### src/rtl/mem_pkg.sv
// Shared helpers for the mem_array storage block: address width derivation,
// reset data value and the address range check.
package mem_pkg;

    // Value every storage bit and the read register take on reset.
    localparam logic RST_BIT = 1'b0;

    // Address bits needed to index n words (at least one bit).
    function automatic int clog2(input int n);
        int r;
        int v;
        r = 0;
        v = n - 1;
        while (v > 0) begin
            r++;
            v = v >> 1;
        end
        return (r < 1) ? 1 : r;
    endfunction

    // True when address a selects a word that physically exists.
    function automatic logic addr_ok(input int unsigned a, input int unsigned depth);
        return a < depth;
    endfunction

endpackage

### src/rtl/mem_word.sv
// One storage word: WIDTH-bit register with write enable and async clear.
module mem_word
    import mem_pkg::*;
#(
    parameter int WIDTH = 16
) (
    input  logic             clk,
    input  logic             rst,
    input  logic             we,
    input  logic [WIDTH-1:0] d,
    output logic [WIDTH-1:0] q
);

    // Capture d when selected; clear immediately on reset.
    always_ff @(posedge clk or posedge rst) begin
        if (rst)
            q <= {WIDTH{RST_BIT}};
        else if (we)
            q <= d;
    end

endmodule

### src/rtl/mem_array.sv
// DEPTH x WIDTH synchronous memory with chip select, write-first same-address
// bypass, registered read data, read-valid pulse and out-of-range flag.
module mem_array
    import mem_pkg::*;
#(
    parameter  int WIDTH = 16,
    parameter  int DEPTH = 16,
    localparam int AW    = clog2(DEPTH)
) (
    input  logic             CLK,
    input  logic             RST,
    input  logic             CS,
    input  logic             R,
    input  logic             W,
    input  logic [AW-1:0]    A,
    input  logic [WIDTH-1:0] D,
    output logic [WIDTH-1:0] O,
    output logic             VLD,
    output logic             ERR
);

    logic [DEPTH-1:0][WIDTH-1:0] words;
    logic                        in_rng;
    logic                        wr_en;
    logic                        rd_en;
    logic                        oor_acc;
    logic [WIDTH-1:0]            rd_mux;
    logic [WIDTH-1:0]            rd_data;

    assign in_rng  = addr_ok(32'(A), DEPTH);
    assign wr_en   = CS & W & in_rng;
    assign rd_en   = CS & R;
    assign oor_acc = CS & (R | W) & ~in_rng;

    // Storage: one register per word, enabled by the decoded address.
    for (genvar i = 0; i < DEPTH; i++) begin : g_word
        mem_word #(.WIDTH(WIDTH)) u_word (
            .clk (CLK),
            .rst (RST),
            .we  (wr_en && (A == AW'(i))),
            .d   (D),
            .q   (words[i])
        );
    end

    // Read mux; an address with no backing word reads as zero.
    always_comb begin
        rd_mux = '0;
        for (int i = 0; i < DEPTH; i++)
            if (A == AW'(i))
                rd_mux = words[i];
    end

    // Write-first: a same-edge write to the read address returns the new data.
    always_comb begin
        rd_data = wr_en ? D : rd_mux;
    end

    // Output registers: O holds between reads, VLD/ERR are single-cycle pulses.
    always_ff @(posedge CLK or posedge RST) begin
        if (RST) begin
            O   <= {WIDTH{RST_BIT}};
            VLD <= 1'b0;
            ERR <= 1'b0;
        end else begin
            if (rd_en)
                O <= rd_data;
            VLD <= rd_en;
            ERR <= oor_acc;
        end
    end

endmodule

### config.mk
export PLATFORM = sky130hd
export DESIGN_NAME = mem_array
export DESIGN_NICKNAME = d
export VERILOG_FILES = /design/src/rtl/mem_pkg.sv /design/src/rtl/mem_word.sv /design/src/rtl/mem_array.sv
export SDC_FILE = /design/constraint.sdc
export NUM_CORES = 1
export LEC_CHECK = 0
export ABC_AREA = 1
export ABC_CLOCK_PERIOD_IN_PS = 10200
export CAP_MARGIN = 25
export CELL_PAD_IN_SITES_DETAIL_PLACEMENT = 0
export CELL_PAD_IN_SITES_GLOBAL_PLACEMENT = 1
export CORE_AREA = 2 2 165 167
export DETAILED_ROUTE_END_ITERATION = 6
export DIE_AREA = 0 0 167 169
export GPL_TIMING_DRIVEN = 0
export PLACE_DENSITY_LB_ADDON = 0.1
export SKIP_CTS_REPAIR_TIMING = 1
export SYNTH_ARGS = -nofsm -noshare
export SYNTH_HDL_FRONTEND = slang
export SYNTH_SLANG_ARGS = --single-unit
### constraint.sdc
create_clock -name CLK -period 10.2 [get_ports CLK]
set_input_delay 2.04 -clock CLK [delete_from_list [all_inputs] [get_ports CLK]]
set_output_delay 2.04 -clock CLK [all_outputs]
set_load 0.02 [all_outputs]
**Word-level counts from Yosys, hierarchy flattened**

Index checks and enable logic that the tools add are counted.

- Bitwise gates (word level): 2
- Divide/modulo/power cells: 0
- Eq/ne operators: 15
- Reduce and logical (&&, ||, !) cells: 17
- Add/subtract/negate cells: 0
- Magnitude comparators: 0
- Shift operators: 0
- Mux-type cells: 17
- Multipliers: 0

Operators with widths:

| cell | number |
|---|---|
| two-way mux 16 bit | 17 |
| == test 4 bit, second input constant | 8 |
| == test 4 x 3 -> 1 bit, second input constant | 4 |
| logical AND 1 bit | 16 |
| == test 4 x 2 -> 1 bit, second input constant | 2 |
| == test 4 x 1 -> 1 bit, second input constant | 1 |
| zero test 4 bit | 1 |
| AND 1 bit | 2 |

- Output and inout port bits: 18
- Memory bits (writable): 0
- Logic and storage cells: 69
- Bits of input ports: 25
- Latch bits: 0
- ROM bits: 0
- Memories kept: 0
- Bits in registers: 273

**Longest topological paths before layout**

Gate-level depths: netlist of the first run.

- Depth in word-level cells: 18
- Gate-level depth with buffers: 16

**Cells and area by module**

A second synthesis of the first run with hierarchy kept.

- Cell total of the unflattened synthesis: 1747
- Area total of the unflattened synthesis: 13625.6 µm²

Modules (own cells, without submodules):

| module | cells each | area an instance (µm²) | instances |
|---|---|---|---|
| mem_word | 69 | 648.1 | 16 |
| mem_array | 643 | 3255.6 | 1 |

**Worst setup path before layout of the first run**

OpenSTA, ideal clock, no wires.

- Path type: in2reg
- Start: in W
- End: reg O[5]
- Setup time: 0.117 ns
- Arrival time: 3.214 ns
- Setup slack: 6.869 ns
- Path buffers: 3
- Data required time: 10.083 ns
- Stages on the path: 9
- Cell sequence: buf_2 -> nand2_1 -> clkinv_1 -> buf_2 -> clkbuf_1 -> a21oi_1 -> nand4_1 -> nand2_1 -> nand2_1

- Cells in the longest elaborated chain, start to end: 2

Ends and longest elaborated chain:

| element | RTL line | RTL |
|---|---|---|
| start, declared | mem_array.sv:14 | `input logic W,` |
| AND 1 bit | mem_array.sv:31 | `assign wr_en = CS & W & in_rng;` |
| two-way mux 16 bit | mem_array.sv:56 | `rd_data = wr_en ? D : rd_mux;` |
| end signal, assigned | mem_array.sv:62 | `O <= {WIDTH{RST_BIT}};` |
| end signal, assigned | mem_array.sv:67 | `O <= rd_data;` |
| end, declared | mem_array.sv:17 | `output logic [WIDTH-1:0] O,` |

Every way passes these cells.
A chain may end at the register's enable or synchronous reset.

**Worst setup path in the final report of the first run**

- Start: in A[1]
- End: reg O[2]

- Cells in the longest elaborated chain, start to end: 18

Ends and longest elaborated chain:

| element | RTL line | RTL |
|---|---|---|
| start, declared | mem_array.sv:15 | `input logic [AW-1:0] A,` |
| zero test 4 bit | mem_array.sv:50 | `if (A == AW'(i))` |
| two-way mux 16 bit (15 in series) | mem_array.sv:50 |  |
| two-way mux 16 bit * | mem_array.sv:50 |  |
| two-way mux 16 bit * | mem_array.sv:56 |  |

Mark *: on every way between the ends. The rest lies on a longest branch, timed or not.

==> results of run 1 <==
==> registers in the layout, summed over array words and instances (netlist names) <==
register and flops:
O 16, VLD 1, g_word.u_word.q 256
==> synth_stat cells <==
| library cell | count | share of area (%) |
|---|---|---|
| nand2_1 | 514 | 16 |
| dfrtp_1 | 273 | 57 |
| o21ai_0 | 255 | 11 |
| nor2_1 | 72 | 2.3 |
| clkbuf_1 | 69 | 2.2 |
| inv_1 | 69 | 2.2 |
| a21oi_1 | 47 | 2.0 |
| nand3_1 | 42 | 1.8 |
| nand4_1 | 38 | 2.0 |
| or2_2 | 14 | 0.73 |
| buf_2 | 13 | 0.54 |
| or2_0 | 9 | 0.47 |
| nor2_2 | 7 | 0.37 |
| inv_2 | 6 | 0.19 |
| nand2_2 | 4 | 0.21 |
| buf_4 | 3 | 0.19 |
| nor2_4 | 3 | 0.28 |
| nor3_2 | 3 | 0.25 |
| clkinv_1 | 2 | 0.063 |
| nor3_1 | 2 | 0.084 |
| nor3b_1 | 2 | 0.13 |
| o21ai_1 | 2 | 0.084 |
| or2_1 | 2 | 0.10 |
| buf_6 | 1 | 0.094 |
| conb_1 | 1 | 0.031 |
| nand3b_1 | 1 | 0.063 |
==> worst max-delay path, cell delays in order <==
cell and delay (ns):
clkdlybuf4s50_1 0.60, inv_1 0.12, nand2_1 0.23, nor2_2 0.12
buf_6 0.16, nand2_1 0.07, nand3_1 0.08, nor2_1 0.16
nand4_1 0.21, nand2_1 0.15, nand4_1 0.15, nor3_1 0.34
nand4_1 0.35, nand2_1 0.14, nand2_1 0.06
==> placed cells by master, fill, tap and decap left out <==
cell type | netlist | layout
a21oi_1 | 47 | 47
buf_16 | 0 | 2
buf_2 | 13 | 13
buf_4 | 3 | 3
buf_6 | 1 | 1
bufinv_16 | 0 | 1
clkbuf_1 | 69 | 75
clkbuf_16 | 0 | 30
clkbuf_8 | 0 | 7
clkdlybuf4s50_1 | 0 | 40
clkinv_1 | 2 | 2
clkinv_2 | 0 | 9
clkinv_8 | 0 | 1
conb_1 | 1 | 1
dfrtp_1 | 273 | 273
inv_1 | 69 | 68
inv_2 | 6 | 6
inv_8 | 0 | 1
nand2_1 | 514 | 514
nand2_2 | 4 | 4
nand3_1 | 42 | 42
nand3b_1 | 1 | 1
nand4_1 | 38 | 38
nor2_1 | 72 | 72
nor2_2 | 7 | 7
nor2_4 | 3 | 3
nor3_1 | 2 | 2
nor3_2 | 3 | 3
nor3b_1 | 2 | 2
o21ai_0 | 255 | 255
o21ai_1 | 2 | 2
or2_0 | 9 | 9
or2_1 | 2 | 2
or2_2 | 14 | 14
==> final timing paths <==
path                                                 endpoint  cells after the start                               from  slack (ns)
min in group asynchronous  g_word[13].u_word.q[7]$_DFFE_PP0P_                      2                                RST        1.83
hold reg to reg                              O[9]$_DFFE_PP0P_                      2                   O[9]$_DFFE_PP0P_        0.48
setup / recovery                             O[2]$_DFFE_PP0P_                     15                               A[1]        5.67
hold / removal                               O[9]$_DFFE_PP0P_                      2                   O[9]$_DFFE_PP0P_        0.48
max in group asynchronous  g_word[6].u_word.q[10]$_DFFE_PP0P_                      3                                RST        7.39
setup reg to reg                             O[2]$_DFFE_PP0P_                     10  g_word[0].u_word.q[2]$_DFFE_PP0P_        8.00
==> report_power, final <==
group	internal, mW	switching (mW)
clock	0.614	0.451
sequential	1.28	0.107
combinational	0.140	0.250
total	2.04	0.808
==> per-layer routing <==
| layer | global-route usage, % | up-vias | wire (microns) |
|---|---|---|---|
| li1 | - | 4830 | - |
| met1 | 38.7 | 4971 | 17500 |
| met2 | 45.9 | 268 | 18500 |
| met3 | 3.62 | 97 | 1750 |
| met4 | 14.9 | 0 | 2300 |
| met5 | 0 | - | 0 |
==> cells by family after synthesis <==
group,after synthesis
AOI/OAI and AO/OA,304
and+or+nand+nor,713
buffers and inverters,163
DFF,273
other,1
==> stage by stage <==
stage	hold slack (ns)	instance area, sq um
floorplan	0.445	12000
global placement	0.459	12800
detailed placement	0.466	12900
CTS	0.481	13800
global route	0.498	13800
finish	0.480	13800
==> final cells by class <==
type                            count  area (sq um)
Buffer                             86           358
Clock buffer                       43           870
Clock inverter                     11          91.3
Fill cell                        2619         12700
Inverter                           77           297
Multi-Input combinational cell   1018          4490
Sequential cell                   273          6830
Tap cell                          341           427
Timing Repair Buffer               42           455
==> impl_metrics.tcl, run 1 <==
set metrics [dict create \
    status "finished clean" \
    finalPower_mw 2.84 \
    gp_congestion 0.914 \
    grt_pass1_wl_microns 60900 \
    synth_top_family_by_area "simple AND/OR/NAND/NOR gates" \
    grt_max_degree 129 \
    tightestPinTransition_ns 0.938 \
    rsz0062_at_grt "no" \
    critical_path_class "in -> reg" \
    finalHoldViolations 0 \
    post-route-util_pct 52.2 \
    post-route-drc-count 0 \
    synth_fp_nets 1479 \
    die_y_microns 169 \
    fmax_mhz 221 \
    start_util_pct 45.2 \
    clock_sinks 273 \
    clockBufferDepth 3 \
    nets 1553 \
    peakVddDrop_v 0.000146 \
    drive_gt1_share_pct 6.77 \
    preCtsSetupSlack_ns 5.12 \
    grt_pass1_vias 10200 \
    rows 60 \
    power_density_nw_per_um2 206 \
    setup-tns-final_ns 0 \
    syn_avg_cell_area_sq_um 8.23 \
    route.detailed.wl_per_inst_microns 21.2 \
    grt-ovfl-total 0 \
    start_kind "input port" \
    area_growth_pct 15.5 \
    max_slew_margin_pct 37.5 \
    synthCells 1454 \
    final_cells 1891 \
    fp.dieArea_sq_um 28200 \
    p_leak_nw 6.43 \
    cts_tree "built" \
    viasPerCell 5.38 \
    yosys_register_bits 273 \
    fin_crit_ns 4.53 \
    setup_ws_ns 5.67 \
    wl_microns 40000 \
    drt_iter0_drc 874 \
    vias 10200 \
    worstPathRequired_ns 10.66 \
    core-area_sq_um 26500 \
    port_buffers 40 \
    dr.pass1.iters 6 \
    synth_simple_gate_area_share_pct 24.8 \
    crit_fanout 10 \
    synth_cell_types 26 \
    die_x_microns 167 \
    clock_latency_ns 0.57 \
    cts-htree-levels 1 \
    fin_worst_skew_ns 0.0135 \
    drv_slew 0 \
    synth_fa_ha_area_share_pct 0 \
    synth_area_sq_um 12000 \
    crit_path_end_kind "flip-flop" \
    cts_root_buf "clkbuf_16" \
    ys_seq_area_share_pct 57.1 \
    dp.cells 1837 \
    synth-xor-area-share_pct 0 \
    antenna_found_initial 0 \
    cts_made_buffers 30 \
    hold_class "reg -> reg" \
    antenna_left 0 \
    synthMuxAreaShare_pct 0 \
    yosysWarnings 0 \
    fin_crit_sh_pct 44.4 \
    cap_violations 0 \
    cp.arrival_ns 4.99 \
    n_antenna_cell 0 \
    dp_hpwl_microns 28000 \
    synth_compound_area_share_pct 12.7 \
    track_usage_pct 28.7 \
    io-pin-count 43 \
    path_clk_slew_ns 0.06 \
    finalSetupViolCount 0 \
]
(Power assumes the default switching activity.)
==> inputs of run 2 (changes only) <==
--- a/config.mk
+++ b/config.mk
@@ -6,13 +6,13 @@
 export NUM_CORES = 1
 export LEC_CHECK = 0
 export ABC_AREA = 1
-export ABC_CLOCK_PERIOD_IN_PS = 10200
+export ABC_CLOCK_PERIOD_IN_PS = 3700
 export CAP_MARGIN = 25
 export CELL_PAD_IN_SITES_DETAIL_PLACEMENT = 0
 export CELL_PAD_IN_SITES_GLOBAL_PLACEMENT = 1
-export CORE_AREA = 2 2 165 167
+export CORE_AREA = 2 2 172 174
 export DETAILED_ROUTE_END_ITERATION = 6
-export DIE_AREA = 0 0 167 169
+export DIE_AREA = 0 0 174 176
 export GPL_TIMING_DRIVEN = 0
 export PLACE_DENSITY_LB_ADDON = 0.1
 export SKIP_CTS_REPAIR_TIMING = 1
==> constraint.sdc (replaced) <==
create_clock -name CLK -period 3.7 [get_ports CLK]
set_input_delay 0.74 -clock CLK [delete_from_list [all_inputs] [get_ports CLK]]
set_output_delay 0.74 -clock CLK [all_outputs]
set_load 0.02 [all_outputs]
==> impl_metrics.tcl, run 2 (synthesized netlist as in run 1, its figures left out) <==
set metrics [dict create \
    status "finished clean" \
    setup-tns-final_ns 0 \
    start_kind "input port" \
    vias 10200 \
    grt_max_degree 41 \
    drt_iter0_drc 728 \
    cp_top_family "simple AND/OR/NAND/NOR gates" \
    nets 1559 \
    route.detailed.wl_per_inst_microns 21.4 \
    cts_made_buffers 31 \
    rsz0062_at_grt "no" \
    die_x_microns 174 \
    cts_tree "built" \
    r2r_slack_ns 1.47 \
    start_util_pct 41.9 \
    p_leak_nw 6.50 \
    dp.cells 1885 \
    layout_common_cells "514 x nand2_1, 273 x dfrtp_1, 255 x o21ai_0" \
    final_cells 1940 \
    grtUsageMet3_pct 2.93 \
    fin_crit_sh_pct 88.8 \
    core-area_sq_um 28500 \
    rows 62 \
    grtUsageMet2_pct 45.8 \
    dp_hpwl_microns 29400 \
    timing.rr.start "g_word[2].u_word.q[10]$_DFFE_PP0P_" \
    antenna_left 0 \
    track_usage_pct 27.7 \
    antenna_found_initial 0 \
    clock_sinks 273 \
    drv_slew 0 \
    critical_path_class "in -> reg" \
    path_depth 17 \
    max_slew_margin_pct 40.6 \
    grt-busiest-layer "met2" \
    worst_hold_slack_ns 0.476 \
    clockBufferDepth 3 \
    cts-htree-levels 1 \
    cp_cell_sequence "clkdlybuf4s50_1, inv_1, nand2_1, nor2_2, buf_6, nand2_1, nand2_1, nor2_1, nand3_1, nand2_1, nand4_1, nor2_1, nand4_1, nand2_1, nand3_1, nand2_1, nand2_1" \
    endpoint "O[9]$_DFFE_PP0P_" \
    port_buffers 40 \
    fin_worst_skew_ns 0.0245 \
    cap_violations 0 \
    n_fill_cell 2951 \
    fmax_mhz 304 \
    drive_gt1_share_pct 7.01 \
    die_y_microns 176 \
    critPathMaxStageDelay_ns 0.62 \
    grt_pass1_wl_microns 62900 \
    post-route-drc-count 0 \
    crit_path_frequent_cell "nand2_1" \
    final_common_cell "nand2_1" \
    cp.arrival_ns 3.75 \
    largest_reg_flops 256 \
    worstPathRequired_ns 4.16 \
    area_growth_pct 17.3 \
    peakVddDrop_v 0.000502 \
    power_density_nw_per_um2 577 \
    viasPerCell 5.26 \
    use_met1_pct 37.3 \
    io-pin-count 43 \
    n_antenna_cell 0 \
    regMostFlops "g_word.u_word.q" \
    placed_area_sq_um 13000 \
    hold_class "reg -> reg" \
    finalPower_mw 8.11 \
    finalHoldViolations 0 \
    path_clk_slew_ns 0.06 \
    final_design_area_no_fill_sq_um 14000 \
    finalSetupViolCount 0 \
    crit_fanout 10 \
    crit_path_end_kind "flip-flop" \
    grt_pass1_vias 10200 \
    slowest_stage "clkdlybuf4s50_1" \
    rr_worst_depth 12 \
    wl_microns 41400 \
    fin_crit_ns 3.28 \
    clock_latency_ns 0.57 \
    tightestPinTransition_ns 0.891 \
    crit_buf_inv 3 \
    top_regs "g_word.u_word.q (256), O (16), VLD (1)" \
    r2r-end "O[10]$_DFFE_PP0P_" \
    gp_congestion 0.869 \
    cts_root_buf "clkbuf_16" \
    cp-startpoint "A[1]" \
    grt-ovfl-total 0 \
    dr.pass1.iters 7 \
    fp.dieArea_sq_um 30600 \
]
run 2: where the power goes:
group	internal [mW]	total (mW)	switching [mW]	leakage, nW
logic	0.393	1.09	0.694	2.44
clock network	1.95	3.19	1.25	0.518
registers	3.53	3.83	0.295	3.54
total	5.87	8.11	2.24	6.50
run 2: worst min path at each step:
stage	slack (ns)	cells after the start	startpoint	to
floorplan	0.45	2	g_word[4].u_word.q[3]$_DFFE_PP0P_	g_word[4].u_word.q[3]$_DFFE_PP0P_
detailed placement	0.46	2	O[3]$_DFFE_PP0P_	O[3]$_DFFE_PP0P_
global placement	0.46	2	g_word[5].u_word.q[4]$_DFFE_PP0P_	g_word[5].u_word.q[4]$_DFFE_PP0P_
global route	0.50	2	g_word[9].u_word.q[8]$_DFFE_PP0P_	g_word[9].u_word.q[8]$_DFFE_PP0P_
CTS	0.48	2	g_word[7].u_word.q[7]$_DFFE_PP0P_	g_word[7].u_word.q[7]$_DFFE_PP0P_
finish	0.48	2	g_word[7].u_word.q[11]$_DFFE_PP0P_	g_word[7].u_word.q[11]$_DFFE_PP0P_
run 2: area by class of cell:
type | count | area [sq um] | share of cell area [%]
well taps | 384 | 480 | 3.42
flip-flops and latches | 273 | 6830 | 48.6
plain buffers | 86 | 358 | 2.55
clock buffers | 46 | 902 | 6.42
clock inverters | 9 | 149 | 1.06
repair buffers | 47 | 541 | 3.85
multi-input cells | 1018 | 4490 | 32.0
inverters | 77 | 293 | 2.08
run 2: metrics by stage:
step | util, % | worst slack [ns]
after floorplan | - | -0.649
after global placement | 45.0 | -2.89
after detailed placement | 45.5 | -0.115
after CTS | 49.2 | 0.485
after global routing | 49.2 | 0.343
final | 49.2 | 0.415
run 2: worst register-to-register path, delay by kind of cell (launching register included):
kind | cells | cell delay, ns
flops | 1 | 0.38
simple gates | 12 | 1.77
run 2: per-layer routing:
layer / share of wire, % / vias to the layer above
li1: - / 4849
met1: 44 / 4977
met2: 47 / 293
met3: 4.4 / 86
met4: 4.9 / 0
met5: 0 / -
